$ cat src/rtl/oqpsk_pkg.sv
// Shared types and elaboration-time helpers for the OQPSK half-sine shaper.
package oqpsk_pkg;

  typedef enum logic [1:0] {StIdle, StRun, StDrain} state_e;

  // round(amp * sin(pi*k/(2*spc))) for 0 <= k <= spc; Taylor series avoids relying on $sin.
  function automatic int half_sine(int k, int spc, int amp);
    real x;
    real term;
    real s;
    x    = 3.14159265358979 * real'(k) / (2.0 * real'(spc));
    term = x;
    s    = x;
    for (int n = 1; n < 10; n++) begin
      term = -term * x * x / real'((2 * n) * (2 * n + 1));
      s    = s + term;
    end
    return $rtoi(real'(amp) * s + 0.5);
  endfunction

endpackage

$ cat src/rtl/chip_fifo.sv
// Single-bit chip FIFO with registered count; DEPTH must be a power of two.
module chip_fifo #(
  parameter int unsigned DEPTH = 4
) (
  input  logic                   clk_i,
  input  logic                   rst_ni,
  input  logic                   push_i,
  input  logic                   pop_i,
  input  logic                   din_i,
  output logic                   dout_o,
  output logic [$clog2(DEPTH):0] count_o,
  output logic                   empty_o,
  output logic                   full_o
);

  localparam int unsigned AW = $clog2(DEPTH);
  localparam logic [AW:0] CntFull = (AW + 1)'(DEPTH);

  logic [DEPTH-1:0] mem_q;
  logic [AW-1:0]    wr_ptr_q, rd_ptr_q;
  logic [AW:0]      count_q;
  logic             push_ok, pop_ok;

  assign empty_o = (count_q == '0);
  assign full_o  = (count_q == CntFull);
  assign push_ok = push_i & ~full_o;
  assign pop_ok  = pop_i & ~empty_o;
  assign dout_o  = mem_q[rd_ptr_q];
  assign count_o = count_q;

  always_ff @(posedge clk_i) begin
    if (!rst_ni) begin
      mem_q    <= '0;
      wr_ptr_q <= '0;
      rd_ptr_q <= '0;
      count_q  <= '0;
    end else begin
      if (push_ok) begin
        mem_q[wr_ptr_q] <= din_i;
        wr_ptr_q        <= wr_ptr_q + 1'b1;
      end
      if (pop_ok) begin
        rd_ptr_q <= rd_ptr_q + 1'b1;
      end
      case ({push_ok, pop_ok})
        2'b10:   count_q <= count_q + 1'b1;
        2'b01:   count_q <= count_q - 1'b1;
        default: count_q <= count_q;
      endcase
    end
  end

endmodule

$ cat src/rtl/oqpsk_shaper.sv
// OQPSK half-sine pulse shaper: chips alternate I/Q, Q offset by one chip period (SPC ticks).
module oqpsk_shaper
  import oqpsk_pkg::*;
#(
  parameter int unsigned W     = 4,
  parameter int unsigned SPC   = 25,
  parameter int unsigned DEPTH = 4,
  parameter int unsigned AMP   = 2 ** (W - 1) - 1
) (
  input  logic                clk,
  input  logic                resetn,
  input  logic                chip_in,
  input  logic                chip_valid,
  output logic                chip_ready,
  input  logic                en,
  input  logic                dac_ready,
  output logic signed [W-1:0] i_out,
  output logic signed [W-1:0] q_out,
  output logic                busy,
  output logic                underrun
);

  localparam int unsigned PW = $clog2(2 * SPC);
  localparam int unsigned CW = $clog2(DEPTH) + 1;
  localparam logic [PW-1:0] PhQ     = PW'(SPC - 1);
  localparam logic [PW-1:0] PhMid   = PW'(SPC);
  localparam logic [PW-1:0] PhLast  = PW'(2 * SPC - 1);
  localparam logic [PW-1:0] PhTwo   = PW'(2 * SPC);
  localparam logic [CW-1:0] CntFull = CW'(DEPTH);

  state_e             state_q, state_d;
  logic [PW-1:0]      ph_q, ph_d, ph_next;
  logic               i_act_q, i_act_d, q_act_q, q_act_d;
  logic               i_sign_q, i_sign_d, q_sign_q, q_sign_d;
  logic               underrun_q, underrun_d;
  logic               live_q;
  logic signed [W-1:0] i_out_q, q_out_q, i_smp, q_smp;

  logic               push, pop, can_pop;
  logic               fifo_dout, fifo_empty, fifo_full;
  logic [CW-1:0]      fifo_count;

  logic [W-1:0]       rom [2**PW];
  logic [PW-1:0]      q_ph, i_k, q_k;
  logic [W-1:0]       i_mag, q_mag;

  // Quarter-period ROM; entries past SPC are never addressed.
  for (genvar g = 0; g < 2 ** PW; g++) begin : g_rom
    if (g <= SPC) begin : g_ent
      assign rom[g] = W'(half_sine(g, SPC, AMP));
    end else begin : g_pad
      assign rom[g] = '0;
    end
  end

  assign chip_ready = live_q & (fifo_count < CntFull);
  assign push       = chip_valid & chip_ready & ~fifo_full;
  assign can_pop    = en & ~fifo_empty;

  chip_fifo #(
    .DEPTH(DEPTH)
  ) u_fifo (
    .clk_i  (clk),
    .rst_ni (resetn),
    .push_i (push),
    .pop_i  (pop),
    .din_i  (chip_in),
    .dout_o (fifo_dout),
    .count_o(fifo_count),
    .empty_o(fifo_empty),
    .full_o (fifo_full)
  );

  always_comb begin
    state_d    = state_q;
    ph_d       = ph_q;
    i_act_d    = i_act_q;
    q_act_d    = q_act_q;
    i_sign_d   = i_sign_q;
    q_sign_d   = q_sign_q;
    underrun_d = 1'b0;
    pop        = 1'b0;
    ph_next    = (ph_q == PhLast) ? '0 : ph_q + 1'b1;
    if (dac_ready) begin
      case (state_q)
        StIdle: begin
          if (can_pop) begin
            pop      = 1'b1;
            i_sign_d = fifo_dout;
            i_act_d  = 1'b1;
            q_act_d  = 1'b0;
            ph_d     = '0;
            state_d  = StRun;
          end
        end
        StRun: begin
          ph_d = ph_next;
          if (ph_q == PhQ || ph_q == PhLast) begin
            if (can_pop) begin
              pop = 1'b1;
              if (ph_q == PhQ) begin
                q_sign_d = fifo_dout;
                q_act_d  = 1'b1;
              end else begin
                i_sign_d = fifo_dout;
                i_act_d  = 1'b1;
              end
            end else begin
              if (ph_q == PhQ) q_act_d = 1'b0;
              else             i_act_d = 1'b0;
              state_d    = StDrain;
              underrun_d = en;
            end
          end
        end
        StDrain: begin
          // Finish once the surviving channel reaches the end of its pulse.
          if ((i_act_q && ph_q == PhLast) || (q_act_q && ph_q == PhQ) || !(i_act_q || q_act_q)) begin
            state_d = StIdle;
            ph_d    = '0;
            i_act_d = 1'b0;
            q_act_d = 1'b0;
          end else begin
            ph_d = ph_next;
          end
        end
        default: state_d = StIdle;
      endcase
    end
  end

  // Samples are taken from the phase selected by this tick.
  always_comb begin
    q_ph  = (ph_d >= PhMid) ? ph_d - PhMid : ph_d + PhMid;
    i_k   = (ph_d <= PhMid) ? ph_d : PhTwo - ph_d;
    q_k   = (q_ph <= PhMid) ? q_ph : PhTwo - q_ph;
    i_mag = rom[i_k];
    q_mag = rom[q_k];
    i_smp = '0;
    q_smp = '0;
    if (i_act_d) i_smp = i_sign_d ? $signed(i_mag) : -$signed(i_mag);
    if (q_act_d) q_smp = q_sign_d ? $signed(q_mag) : -$signed(q_mag);
  end

  always_ff @(posedge clk) begin
    if (!resetn) begin
      state_q    <= StIdle;
      ph_q       <= '0;
      i_act_q    <= 1'b0;
      q_act_q    <= 1'b0;
      i_sign_q   <= 1'b0;
      q_sign_q   <= 1'b0;
      underrun_q <= 1'b0;
      live_q     <= 1'b0;
      i_out_q    <= '0;
      q_out_q    <= '0;
    end else begin
      state_q    <= state_d;
      ph_q       <= ph_d;
      i_act_q    <= i_act_d;
      q_act_q    <= q_act_d;
      i_sign_q   <= i_sign_d;
      q_sign_q   <= q_sign_d;
      underrun_q <= underrun_d;
      live_q     <= 1'b1;
      if (dac_ready) begin
        i_out_q <= i_smp;
        q_out_q <= q_smp;
      end
    end
  end

  assign i_out    = i_out_q;
  assign q_out    = q_out_q;
  assign busy     = (state_q != StIdle);
  assign underrun = underrun_q;

endmodule

$ cat config.mk
export PLATFORM = sky130hd
export DESIGN_NAME = oqpsk_shaper
export DESIGN_NICKNAME = d
export VERILOG_FILES = /design/src/rtl/oqpsk_pkg.sv /design/src/rtl/chip_fifo.sv /design/src/rtl/oqpsk_shaper.sv
export SDC_FILE = /design/constraint.sdc
export NUM_CORES = 1
export LEC_CHECK = 0
export BUFFER_PORTS_ARGS = -buffer_cell sky130_fd_sc_hd__buf_2
export CORE_MARGIN = 8
export CORE_UTILIZATION = 30
export DETAILED_ROUTE_END_ITERATION = 7
export GPL_ROUTABILITY_DRIVEN = 0
export SYNTH_ARGS = -nofsm -noshare
export SYNTH_HDL_FRONTEND = slang
export SYNTH_SLANG_ARGS = --single-unit
$ cat constraint.sdc
create_clock -name clk -period 7.6 [get_ports clk]
set_input_delay 1.52 -clock clk [delete_from_list [all_inputs] [get_ports clk]]
set_output_delay 1.52 -clock clk [all_outputs]
set_load 0.1 [all_outputs]
After elaboration in Yosys (flattened, before gate mapping)
Memories as Yosys holds them, arrays and structs flattened.
Index checks and enable logic that the tools add are counted.
{"block": "classes", "add_sub_neg": 11, "mul": 0, "div": 0, "n_lt_le_gt_ge": 9, "eq_ne": 11, "shifts": 0, "n_mux": 59, "n_bitwise": 14, "reduce_logical": 14}
{"operator": "$mux W6", "n": 7}
{"operator": "$mux W4", "n": 8}
{"operator": "$mux W1", "n": 30}
{"operator": "$pmux W6 S3", "n": 1}
{"operator": "$ge A7 B7 Y1 const B", "n": 2}
{"operator": "$not A6 Y7", "n": 2}
{"operator": "$le A6 B5 Y1 const B", "n": 2}
{"operator": "$sub A6 B6 Y6 const A", "n": 2}
{"operator": "$mux W2", "n": 4}
{"operator": "$ne A2 B2 Y1 const B", "n": 4}
{"operator": "$neg A4 Y4", "n": 2}
{"operator": "$add A6 B1 Y6 const B", "n": 1}
{"operator": "$add A6 B5 Y6 const B", "n": 1}
{"operator": "$and A1 B1 Y1", "n": 6}
{"operator": "$eq A6 B5 Y1 const B", "n": 1}
{"operator": "$eq A6 B6 Y1 const B", "n": 1}
{"operator": "$ge A6 B5 Y1 const B", "n": 1}
{"operator": "$lt A2 B3 Y1 const B", "n": 2}
{"operator": "$not A1 Y1", "n": 6}
{"operator": "$pmux W1 S3", "n": 2}
{"operator": "$pmux W2 S3", "n": 1}
{"operator": "$pmux W3 S2", "n": 1}
{"operator": "$sub A6 B5 Y6 const B", "n": 1}
{"operator": "$reduce_and A5 Y1", "n": 1}
{"operator": "other kinds (19)", "n": 29}
{"block": "word_totals", "ff_bits": 33, "latch_bits": 0, "mem_bits_rw": 0, "mem_bits_ro": 512, "input_bits": 6, "out_inout_bits": 11, "elab_cells": 134, "mem_count": 2}
{"name": "(no name shown)", "words": 64, "word_bits": 4, "rd": 1, "rd_ports_with_merged_regs": 0, "write_ports": 0, "line": "oqpsk_shaper.sv:138", "text": "q_mag = rom[q_k];"}
{"name": "(no name shown)", "words": 64, "word_bits": 4, "rd": 1, "rd_ports_with_merged_regs": 0, "write_ports": 0, "line": "oqpsk_shaper.sv:137", "text": "i_mag = rom[i_k];"}

Depth between registers and ports, before layout
{"block": "logic_depth", "word_depth": 18, "depth_mapped": 30, "mapped_depth_nobuf": 27}

Modules after synthesis
A second synthesis with hierarchy kept.
{"block": "hier_totals", "hier_cells": 380, "area_unflattened_um2": 3014.1}
{"mod": "oqpsk_shaper", "instances": 1, "cells_each": 316, "area_each_um2": 2404.8, "seq_area_each_um2": 440.4}
{"mod": "chip_fifo", "instances": 1, "cells_each": 64, "area_each_um2": 609.3, "seq_area_each_um2": 220.2}

Worst setup path after synthesis
Ideal clock, no wire load.
{"block": "synth_timing", "path_kind": "input to register", "from": "in dac_ready", "to": "reg q_out_q[2] (netlist: q_out[2])", "setup_ns": 0.127, "arrival_time_ns": 6.420, "t_required_ns": 7.473, "setup_slack_ns": 1.053, "stages": 26, "n_path_buf": 3, "cell_sequence": "buf_2 a21boi_1 and3_1 buf_2 a21oi_1 a21oi_1 inv_1 ha_1 inv_1 nor2_1 a31oi_1 or3_1 and2_1 inv_1 ha_1 clkbuf_1 or4b_1 xnor2_2 a211o_1 nand2_1 a311o_1 ha_1 nor2_1 nor2_1 o2111ai_1 or3b_1"}
{"block": "synth_via", "elab_chain_cells": 12}
{"item": "from (decl)", "line": "oqpsk_shaper.sv:16", "text": "input logic dac_ready,"}
{"item": "$mux W6", "line": "oqpsk_shaper.sv:84", "text": "if (dac_ready) begin"}
{"item": "$add A6 B5 Y6 (tied with other cells)", "line": "oqpsk_shaper.sv:134", "text": "q_ph = (ph_d >= PhMid) ? ph_d - PhMid : ph_d + PhMid;"}
{"item": "$mux W6", "line": "oqpsk_shaper.sv:134"}
{"item": "$sub A6 B6 Y6 or $le A6 B5 Y1 (tied branches)", "line": "oqpsk_shaper.sv:136", "text": "q_k = (q_ph <= PhMid) ? q_ph : PhTwo - q_ph;"}
{"item": "$mux W6", "line": "oqpsk_shaper.sv:136"}
{"item": "$not A6 Y7 (not written as such)", "line": "oqpsk_shaper.sv:138"}
{"item": "$mem_v2 Z64 W4"}
{"item": "$mux W4 (not written as such) (2 in a row)", "line": "oqpsk_shaper.sv:138"}
{"item": "$neg A4 Y4", "line": "oqpsk_shaper.sv:142", "text": "if (q_act_d) q_smp = q_sign_d ? $signed(q_mag) : -$signed(q_mag);"}
{"item": "$mux W4 (2 in a row)", "line": "oqpsk_shaper.sv:142"}
{"item": "to (signal assigned)", "line": "oqpsk_shaper.sv:168", "text": "q_out_q <= q_smp;"}
{"item": "to (decl)", "line": "oqpsk_shaper.sv:37", "text": "logic signed [W-1:0] i_out_q, q_out_q, i_smp, q_smp;"}
Several ways; a longest one is shown, not always the timed one. The select of a mux whose other input is x is not followed.
A chain may end at the register's enable or synchronous reset.

Worst setup path in the final report
Ends and elaborated chain as after synthesis.

==> reports/results.ini <==
[logic_synthesis]
synth_edf_count=0
yosysSeqAreaShare=0.2373
syn_inst=363
syn_nets=386
async_flop_share=0
synthTopCellsByCount=nand2_1, nor2_1, dfxtp_1, a21oi_1, inv_1
synth_top_flop_cell=dfxtp_1
ys_top_cells_by_area=dfxtp_1, ha_1, nand2_1
synth_area_um2=2784
synth_seq_cells=33
synth_top_area_share=0.2373
synth_largest_area_cell=dfxtp_1
avgSynthCellArea_um2=7.669
yosys_warnings=0
ys_types=73

[die]
core_area_um2=9109
initial_core_util=0.3056
ios=17
die_w_um=112.3
num_rows=35
fp.dieH_um=112.3
fp.dieArea_um2=12620

[global_route]
use_met1=0.1472
antenna_found_initial=0
use_met3=0.02415
overflow=0
busiest_layer=met2
grt_usage=0.1118
use_met2=0.1766
grt_max_degree=27
grt_pass1_wl_um=11960
grt_pass1_vias=2549

[sta]
fmax_mhz=151.3
min_period_ns=6.609
tns_ns=0
clock_skew_ns=0.009430
rsz0062_at_grt=no
slew_viol_final=0
slew_headroom=0.5073
setup_viol=0
tightest_slew_ns=0.7298
final_hold_viol_count=0
fin_crit_sh=0.8697

[place]
dpl.hpwl_um=5301
place_inst=478
io_buffers=16
postPlaceCellArea_um2=2950

[power_and_ir_drop]
finalPower_w=0.0004829
p_leak_nw=1.135
power.density_nw_per_um2=156.6
ir_drop_v=0.0001575

[cts]
cts_buffer_depth=2
ctsHoldBuffers=0
cts_sinks=33
post-cts-setup-buffers=0
cts_tree=yes
cts_root_buf=clkbuf_8
cts_resized=0
clk_pin_slew_ns=0.06
htreeDepth=2
cts_buffers=5
clkLatencyLatePin_ns=0.28

[cells_and_area]
stdcell_count=486
regArea_um2=660.6
fin_nets=397
design_area_um2=3084
area_growth_pct=10.79
fill_cells=949
multi_input_area_um2=1981
final_core_util=0.3386
final_layout_size_suffix_gt1_frac=0.1173
diodes=0

[run_status]
status=finished clean

[critical_path]
crit_fanout=9
crit_arrival_ns=6.77
required_ns=7.76
critPathLaunchType=input port
max_stage_delay_ns=0.59
criticalPathCategory=input port to flop
cpMaxStageDelayCell=or4b_1
setup.worst_path.end_class=flop

[drt]
drt_iter0_drc=188
vias=2673
firstDrtPassIters=5
ant_nets=0
routed_via_density=5.500
drc=0
totalWireLength_um=6876
routedWlPerCell_um=14.15

[worst_hold_path]
min_path_type=flop to flop

[job]
cap_viol_max_count=0

==> where the power goes <==
group	switching (W)	internal, W	total [W]
Sequential	0.00000744	0.000178	0.000186
Combinational	0.0000672	0.0000373	0.000105
Clock	0.0000624	0.000130	0.000193
Total	0.000137	0.000346	0.000483
==> layout by cell type (no fill, tap or decap), types with 7 or more instances in the layout <==
master / n
a21oi_1: 27
a31oi_1: 8
and2_1: 8
buf_2: 16
dfxtp_1: 33
ha_1: 16
inv_1: 19
nand2_1: 41
nand3_1: 14
nor2_1: 41
o21ai_0: 13
xnor2_1: 7
==> final cells by class <==
type | instances | share of cell area
clock inverter | 3 | 0.02110
timing repair buffer | 17 | 0.02840
sequential | 33 | 0.2142
inverter | 22 | 0.02677
tap | 111 | 0.04503
multi-input combinational | 295 | 0.6422
clock buffer | 5 | 0.02231
==> stage by stage <==
step | setup slack (ns) | hold slack, ns
5_1_grt | 0.5901 | 0.4812
4_1_cts | 1.060 | 0.4627
2_1_floorplan | 1.053 | 0.4331
3_5_place_dp | 0.8141 | 0.4422
3_3_place_gp | 0.9664 | 0.4401
6_report | 0.9906 | 0.4604
==> layer usage <==
layer | vias up | routed length [um]
li1 | 1357 | -
met1 | 1245 | 3310
met4 | 0 | 75
met3 | 6 | 270
met5 | - | 0
met2 | 65 | 3220
==> logic make-up (layout without fill, tap and decap cells) <==
logic type	after synthesis	count (layout)	share of synthesized area
DFF	33	33	0.2373
AOI/OAI and AO/OA	114	114	0.2993
muxes	6	6	0.02697
adders and majority gates	17	17	0.07910
and+or+nand+nor	145	145	0.2598
buffers and inverters	35	47	0.05123
xor gates and xnor gates	13	13	0.04629
==> critical path: cells and delay by family <==
family	cells	cell delay, ns
and+or+nand+nor	9	2.10
buffers and inverters	5	0.66
adders and majority gates	3	0.74
AOI/OAI and AO/OA	7	1.51
xor gates and xnor gates	1	0.23
==> flip-flops by register name, indices dropped and copies added, names as in the netlist <==
| name | count |
|---|---|
| underrun | 1 |
| i_act_q | 1 |
| live_q | 1 |
| i_out | 4 |
| q_out | 4 |
| q_sign_q | 1 |
| u_fifo.mem_q | 4 |
| q_act_q | 1 |
| u_fifo.wr_ptr_q | 2 |
| i_sign_q | 1 |
| ph_q | 6 |
| u_fifo.count_o | 3 |
| u_fifo.rd_ptr_q | 2 |
| state_q | 2 |
==> final timing paths <==
kind,slack [ns],endpoint,depth (start not counted),from
max reg2reg,1.30,q_out[2]$_SDFFE_PN0P_,27,ph_q[0]$_SDFF_PN0_
min,0.46,u_fifo.mem_q[2]$_SDFFE_PN0P_,2,u_fifo.mem_q[2]$_SDFFE_PN0P_
min reg2reg,0.46,u_fifo.mem_q[2]$_SDFFE_PN0P_,2,u_fifo.mem_q[2]$_SDFFE_PN0P_
max,0.99,q_out[2]$_SDFFE_PN0P_,25,dac_ready
Power figures use the tool's default switching activity.
